`src/rtl/cordic_arbiter.sv`:
```
// cordic_arbiter: round-robin sharing of one fixed-latency cordic (y*2^-x)
// pipeline between NREQ requesters, with an ID tag pipe that routes each
// result back on a shared response bus.

`ifndef SVM_CORDIC_WIDTH
`define SVM_CORDIC_WIDTH 16
`endif
`ifndef SVM_CORDIC_STEPS
`define SVM_CORDIC_STEPS 8
`endif

module cordic_arbiter #(
   parameter int NREQ    = 4,
   parameter int ID_W    = 2,
   parameter int WIDTH   = `SVM_CORDIC_WIDTH,
   parameter int LATENCY = `SVM_CORDIC_STEPS
) (
   input  logic                  clk,
   input  logic                  reset,
   input  logic [NREQ-1:0]       req_valid,
   input  logic [NREQ*WIDTH-1:0] req_x,
   input  logic [NREQ*WIDTH-1:0] req_y,
   output logic [NREQ-1:0]       req_ready,
   input  logic [NREQ-1:0]       cfg_mask,
   input  logic                  hold,
   output logic [WIDTH-1:0]      cordic_x,
   output logic [WIDTH-1:0]      cordic_y,
   output logic                  cordic_enable,
   input  logic [WIDTH-1:0]      cordic_result,
   input  logic                  cordic_valid_nxt,
   output logic                  rsp_valid,
   output logic [ID_W-1:0]       rsp_id,
   output logic [WIDTH-1:0]      rsp_data,
   output logic                  busy,
   output logic                  err
);

   logic [NREQ-1:0]  w_eligible;
   logic             w_found_hi;
   logic [ID_W-1:0]  w_id_hi;
   logic             w_found_lo;
   logic [ID_W-1:0]  w_id_lo;
   logic             w_transfer;
   logic [ID_W-1:0]  w_gnt_id;
   logic [NREQ-1:0]  w_ready;
   logic [WIDTH-1:0] w_sel_x;
   logic [WIDTH-1:0] w_sel_y;

   logic [ID_W-1:0]  r_ptr;
   logic [ID_W-1:0]  r_issue_id;
   logic             r_cordic_en;
   logic [WIDTH-1:0] r_cordic_x;
   logic [WIDTH-1:0] r_cordic_y;
   logic [LATENCY:1] r_tag_v;
   logic [ID_W-1:0]  r_tag_id [1:LATENCY];
   logic             r_rsp_valid;
   logic [ID_W-1:0]  r_rsp_id;
   logic [WIDTH-1:0] r_rsp_data;
   logic             r_err;

   // Round-robin grant: the lowest eligible lane above the pointer wins,
   // otherwise wrap to the lowest eligible lane overall. The descending scan
   // lets the lowest index overwrite higher ones.
   always_comb begin
      w_eligible = hold ? '0 : (req_valid & cfg_mask);
      w_found_hi = 1'b0;
      w_id_hi    = '0;
      w_found_lo = 1'b0;
      w_id_lo    = '0;
      for (int i = NREQ - 1; i >= 0; i--) begin
         if (w_eligible[i]) begin
            w_found_lo = 1'b1;
            w_id_lo    = ID_W'(i);
            if (i > int'(r_ptr)) begin
               w_found_hi = 1'b1;
               w_id_hi    = ID_W'(i);
            end
         end
      end
      w_transfer = w_found_lo;
      w_gnt_id   = w_found_hi ? w_id_hi : w_id_lo;
      w_ready    = '0;
      if (w_transfer) begin
         w_ready[w_gnt_id] = 1'b1;
      end
   end

   // Operand mux for the granted lane.
   always_comb begin
      w_sel_x = '0;
      w_sel_y = '0;
      for (int i = 0; i < NREQ; i++) begin
         if (w_ready[i]) begin
            w_sel_x = req_x[i*WIDTH +: WIDTH];
            w_sel_y = req_y[i*WIDTH +: WIDTH];
         end
      end
   end

   // Issue stage: launch the granted operands into the cordic and advance the pointer.
   always_ff @(posedge clk or negedge reset) begin
      if (!reset) begin
         r_ptr       <= ID_W'(NREQ - 1);
         r_issue_id  <= '0;
         r_cordic_en <= 1'b0;
         r_cordic_x  <= '0;
         r_cordic_y  <= '0;
      end else begin
         r_cordic_en <= w_transfer;
         if (w_transfer) begin
            r_ptr      <= w_gnt_id;
            r_issue_id <= w_gnt_id;
            r_cordic_x <= w_sel_x;
            r_cordic_y <= w_sel_y;
         end
      end
   end

   // Tag pipe: follows each operation through the cordic, one stage per cycle.
   always_ff @(posedge clk or negedge reset) begin
      if (!reset) begin
         r_tag_v <= '0;
         for (int k = 1; k <= LATENCY; k++) begin
            r_tag_id[k] <= '0;
         end
      end else begin
         r_tag_v     <= {r_tag_v[LATENCY-1:1], r_cordic_en};
         r_tag_id[1] <= r_issue_id;
         for (int k = 2; k <= LATENCY; k++) begin
            r_tag_id[k] <= r_tag_id[k-1];
         end
      end
   end

   // Response register: capture the cordic result when the tag reaches the end.
   always_ff @(posedge clk or negedge reset) begin
      if (!reset) begin
         r_rsp_valid <= 1'b0;
         r_rsp_id    <= '0;
         r_rsp_data  <= '0;
      end else begin
         r_rsp_valid <= r_tag_v[LATENCY];
         if (r_tag_v[LATENCY]) begin
            r_rsp_id   <= r_tag_id[LATENCY];
            r_rsp_data <= cordic_result;
         end
      end
   end

   // Sticky error when the cordic's own valid disagrees with our tag pipe.
   always_ff @(posedge clk or negedge reset) begin
      if (!reset) begin
         r_err <= 1'b0;
      end else if (r_tag_v[LATENCY-1] != cordic_valid_nxt) begin
         r_err <= 1'b1;
      end
   end

   assign req_ready     = w_ready;
   assign cordic_x      = r_cordic_x;
   assign cordic_y      = r_cordic_y;
   assign cordic_enable = r_cordic_en;
   assign rsp_valid     = r_rsp_valid;
   assign rsp_id        = r_rsp_id;
   assign rsp_data      = r_rsp_data;
   assign err           = r_err;
   assign busy          = (|r_tag_v) | r_cordic_en | r_rsp_valid;

endmodule
```
`config.mk`:
```
export PLATFORM = sky130hd
export DESIGN_NAME = cordic_arbiter
export DESIGN_NICKNAME = d
export VERILOG_FILES = /design/src/rtl/cordic_arbiter.sv
export SDC_FILE = /design/constraint.sdc
export NUM_CORES = 1
export LEC_CHECK = 0
export CORE_UTILIZATION = 38
export DETAILED_ROUTE_END_ITERATION = 16
export GPL_TIMING_DRIVEN = 0
export HOLD_SLACK_MARGIN = 0.12
export PLACE_DENSITY = 0.88
export SLEW_MARGIN = 20
export SYNTH_ARGS = -nofsm -noshare
export SYNTH_HDL_FRONTEND = slang
export SYNTH_SLANG_ARGS = --single-unit
```
`constraint.sdc`:
```
create_clock -name clk -period 2.6 [get_ports clk]
set_input_delay 0.26 -clock clk [delete_from_list [all_inputs] [get_ports clk]]
set_output_delay 0.26 -clock clk [all_outputs]
set_load 0.005 [all_outputs]
```
==> qor.csv <==
stage,metric,value,unit
yosys,"area leader, netlist",dfrtp_1,
final_layout,# fillers,739,
final_layout,Final nets,693,
cts,clock sinks,81,
worst_hold_path,Worst Hold Class,reg2reg,
yosys,yosys warns,0,
global_routing,pin count of the biggest net entering global routing,51,
place,Placer Congestion,0.865,
final_layout,Syn-to-layout area delta,69.7,%
sta,Hold Fails Final Rpt,0,
sta,Slew @ Worst Pin,0.659,ns
critical_path,"Arr. time, crit path",2.66,ns
global_routing,first-pass GRT wire length,18.3,mm
run_status,outcome,"complete, no violations",
cts,Clock Tree Root,clkbuf_8,
floorplanning,Die X,101,microns
sta,min Tclk post-route,2.46,ns
critical_path,kind of critical path,reg2reg,
yosys,Synth Cell Area,3700,sq um
yosys,Unique masters post-synth,34,
place,port bufs,213,
yosys,synth top area cells,"dfrtp_1 53%, mux2i_1 16%, mux2_2 6.7%, o221ai_1 6.4%, nand2_1 4.0%",
global_routing,initial antenna violation count,0,
yosys,share of the synthesized area in the top cell type,53.4,%
cts,Worst-path clk slew,0.09,ns
sta,clock skew,0.00770,ns
cts,htree depth,3,
detailed_routing,vias per inst,5.08,
cts,Clock Latency Late Sink,0.34,ns
sta,setup_tns,0,ns
detailed_routing,Detailed Route Iter0 Violations,85,
power,Pleak,2.74,nW
cts,CTS tree,built,
floorplanning,I/O Pins,214,
global_routing,vias in the first global route,3622,
final_layout,ant diodes,0,
final_layout,final instance area,6280,sq um
sta,Final period util,94.8,%
critical_path,CP max FO,15,
global_routing,Tot GR Track Use,23.8,%
final_layout,layout cells sized above 1,12.5,%
critical_path,WP data required,2.80,ns
floorplanning,Die Ht,101,microns
place,DP Area,6010,sq um
power,Final Power,3.62,mW
floorplanning,DIE AREA,10100,sq um
yosys,"Seq/Total Area, Yosys",54.8,%
detailed_routing,drt first pass iters,4,
yosys,Mean Syn Cell Area,12.2,sq um
final_layout,Final Util,67.4,%
detailed_routing,# DRC,0,
power,PwrDens,577,nW/um^2
sta,RSZ-0062 raised after global routing,no,
place,HPWL Detailed,9.03,mm
power,VDD IR max,251,uV
detailed_routing,ANT nets after route,0,
sta,Achievable Freq,406,MHz
floorplanning,Core Area,9330,sq um
yosys,post-synthesis register bit count,81,
detailed_routing,Vias,3410,
global_routing,grt ovf,0,
detailed_routing,final WL,11.6,mm
floorplanning,Row Count,35,
cts,TritonCTS buffer count,9,
critical_path,Worst setup SP type,flop,
floorplanning,Initial Util,39.7,%
sta,Rel. slew slack,56.1,%
cts,worst-case clock buffer depth,2,
critical_path,Critical Path End Type,flop,
job,Max Cap Viol,0,
yosys,Mapped Nets,460,
yosys,Mapped Cells,304,
sta,"Slew Viols, Final",0,
detailed_routing,drt wl/cell,17.3,microns
sta,setup violators final,0,
[state kept, by name, indices dropped and copies added, names as in the netlist]
name	cells
r_issue_id	2
rsp_id	2
r_ptr	2
rsp_data	16
cordic_y	16
r_tag_v	8
err	1
cordic_x	16
rsp_valid	1
cordic_enable	1
r_tag_id	16
[Yosys cell counts]
cell type   n
dfrtp_1    79
mux2i_1    58
a21oi_1     3
a21o_1      2
mux2_4      2
a31oi_1     1
clkbuf_1   10
and2_1      2
o221ai_1   27
dfstp_2     2
nand2_1    39
o31a_1      1
xnor2_1     1
mux2_2     22
nand2b_1    2
o31ai_1     2
a221o_1     1
o22ai_1     4
o211ai_1    1
a211oi_1    2
buf_1       1
o21ai_1     1
nor4_1      3
inv_1       2
o21ai_0     3
buf_2       6
o21ai_2     1
nor2_1     15
nor4_2      2
buf_6       3
nand3_1     2
a22oi_1     1
and3b_1     1
nor2b_1     2
[where the power goes]
| part | switching [mW] | internal (mW) | leakage (nW) |
|---|---|---|---|
| Combinational | 0.430 | 0.744 | 1.68 |
| Clock | 0.474 | 0.355 | 0.0862 |
| Sequential | 0.122 | 1.50 | 0.972 |
[worst max-delay path, stage by stage (launching register included)]
cell      delay, ns
dfstp_2        0.55
and3b_1        0.19
nor2_1         0.16
a221o_1        0.25
buf_12         0.12
buf_4          0.26
buf_2          0.38
mux2i_1        0.27
o221ai_1       0.14
[area by class of cell]
type	count	area [sq um]	share of cell area, %
Tap cell	129	161	2.57
Inverter	2	7.51	0.119
Clock buffer	9	124	1.97
Buffer	17	103	1.63
Timing Repair Buffer	225	2230	35.5
Clock inverter	7	55.1	0.876
Sequential cell	81	2030	32.3
Multi-Input combinational cell	201	1570	25.0
[final timing paths]
kind | startpoint | endpoint | slack [ns] | cells after the start
hold reg to reg | r_tag_id[5] | r_tag_id[3] | 0.34 | 0
setup reg to reg | r_ptr[1] | cordic_x[5] | 0.14 | 8
max in group asynchronous | reset | cordic_y[12] | 1.49 | 3
setup / recovery | r_ptr[1] | cordic_x[5] | 0.14 | 8
min in group asynchronous | reset | rsp_data[1] | 0.51 | 2
hold / removal | r_tag_id[5] | r_tag_id[3] | 0.34 | 0
[per-layer routing]
metal	GRT usage (%)	part of all wire, %
met1	26.0	39
met2	43.8	52
met3	6.93	7.9
met5	0	0
met4	8.14	1.1
[per-stage QoR]
stage | std cells | setup slack [ns] | hold WS [ns]
after global routing | 671 | 0.0302 | 0.348
after CTS | 669 | 0.0550 | 0.348
final | 671 | 0.136 | 0.343
after global placement | 646 | -1.46 | 0.333
after floorplan | 304 | 0.588 | -0.0356
after detailed placement | 647 | -0.485 | 0.332
[cells by family after synthesis]
| kind of cell | synth area share [%] |
|---|---|
| mux | 23.2 |
| flops | 54.8 |
| simple gates | 8.18 |
| compound gates | 10.5 |
| buf+inv | 3.04 |
| xor+xnor | 0.237 |
[placed cells by master (no fill, tap or decap), types with 2 or more instances in the layout]
master and instances:
o221ai_1 27, nor2_1 15, buf_2 5, nor2b_1 2
o31ai_1 2, a21o_1 2, nor4_2 3, clkbuf_4 2
dfrtp_1 79, mux2_4 2, nand2_1 39, o22ai_1 4
inv_1 2, a21oi_1 3, nand2b_1 2, o21ai_0 3
dfstp_2 2, mux2i_1 58, inv_6 2, buf_12 2
a211oi_1 2, clkinvlp_4 2, clkinv_4 2, buf_4 11
mux2_2 22, dlygate4sd2_1 4, and2_1 2, clkdlybuf4s50_1 208
nor4_1 2, nand3_1 2, clkbuf_1 7, clkbuf_8 9
[what timing repair did]
| action | CTS | global route |
|---|---|---|
| endpoints found under the hold margin | 47 | 0 |
| setup endpoints to repair | 5 | 4 |
| hold buffers | 1 | 0 |
| cloned | 0 | 0 |
| pin swaps | 2 | 1 |
| gates resized for setup | 12 | 1 |
| buffers inserted | 7 | 3 |
(Power assumes the default switching activity.)
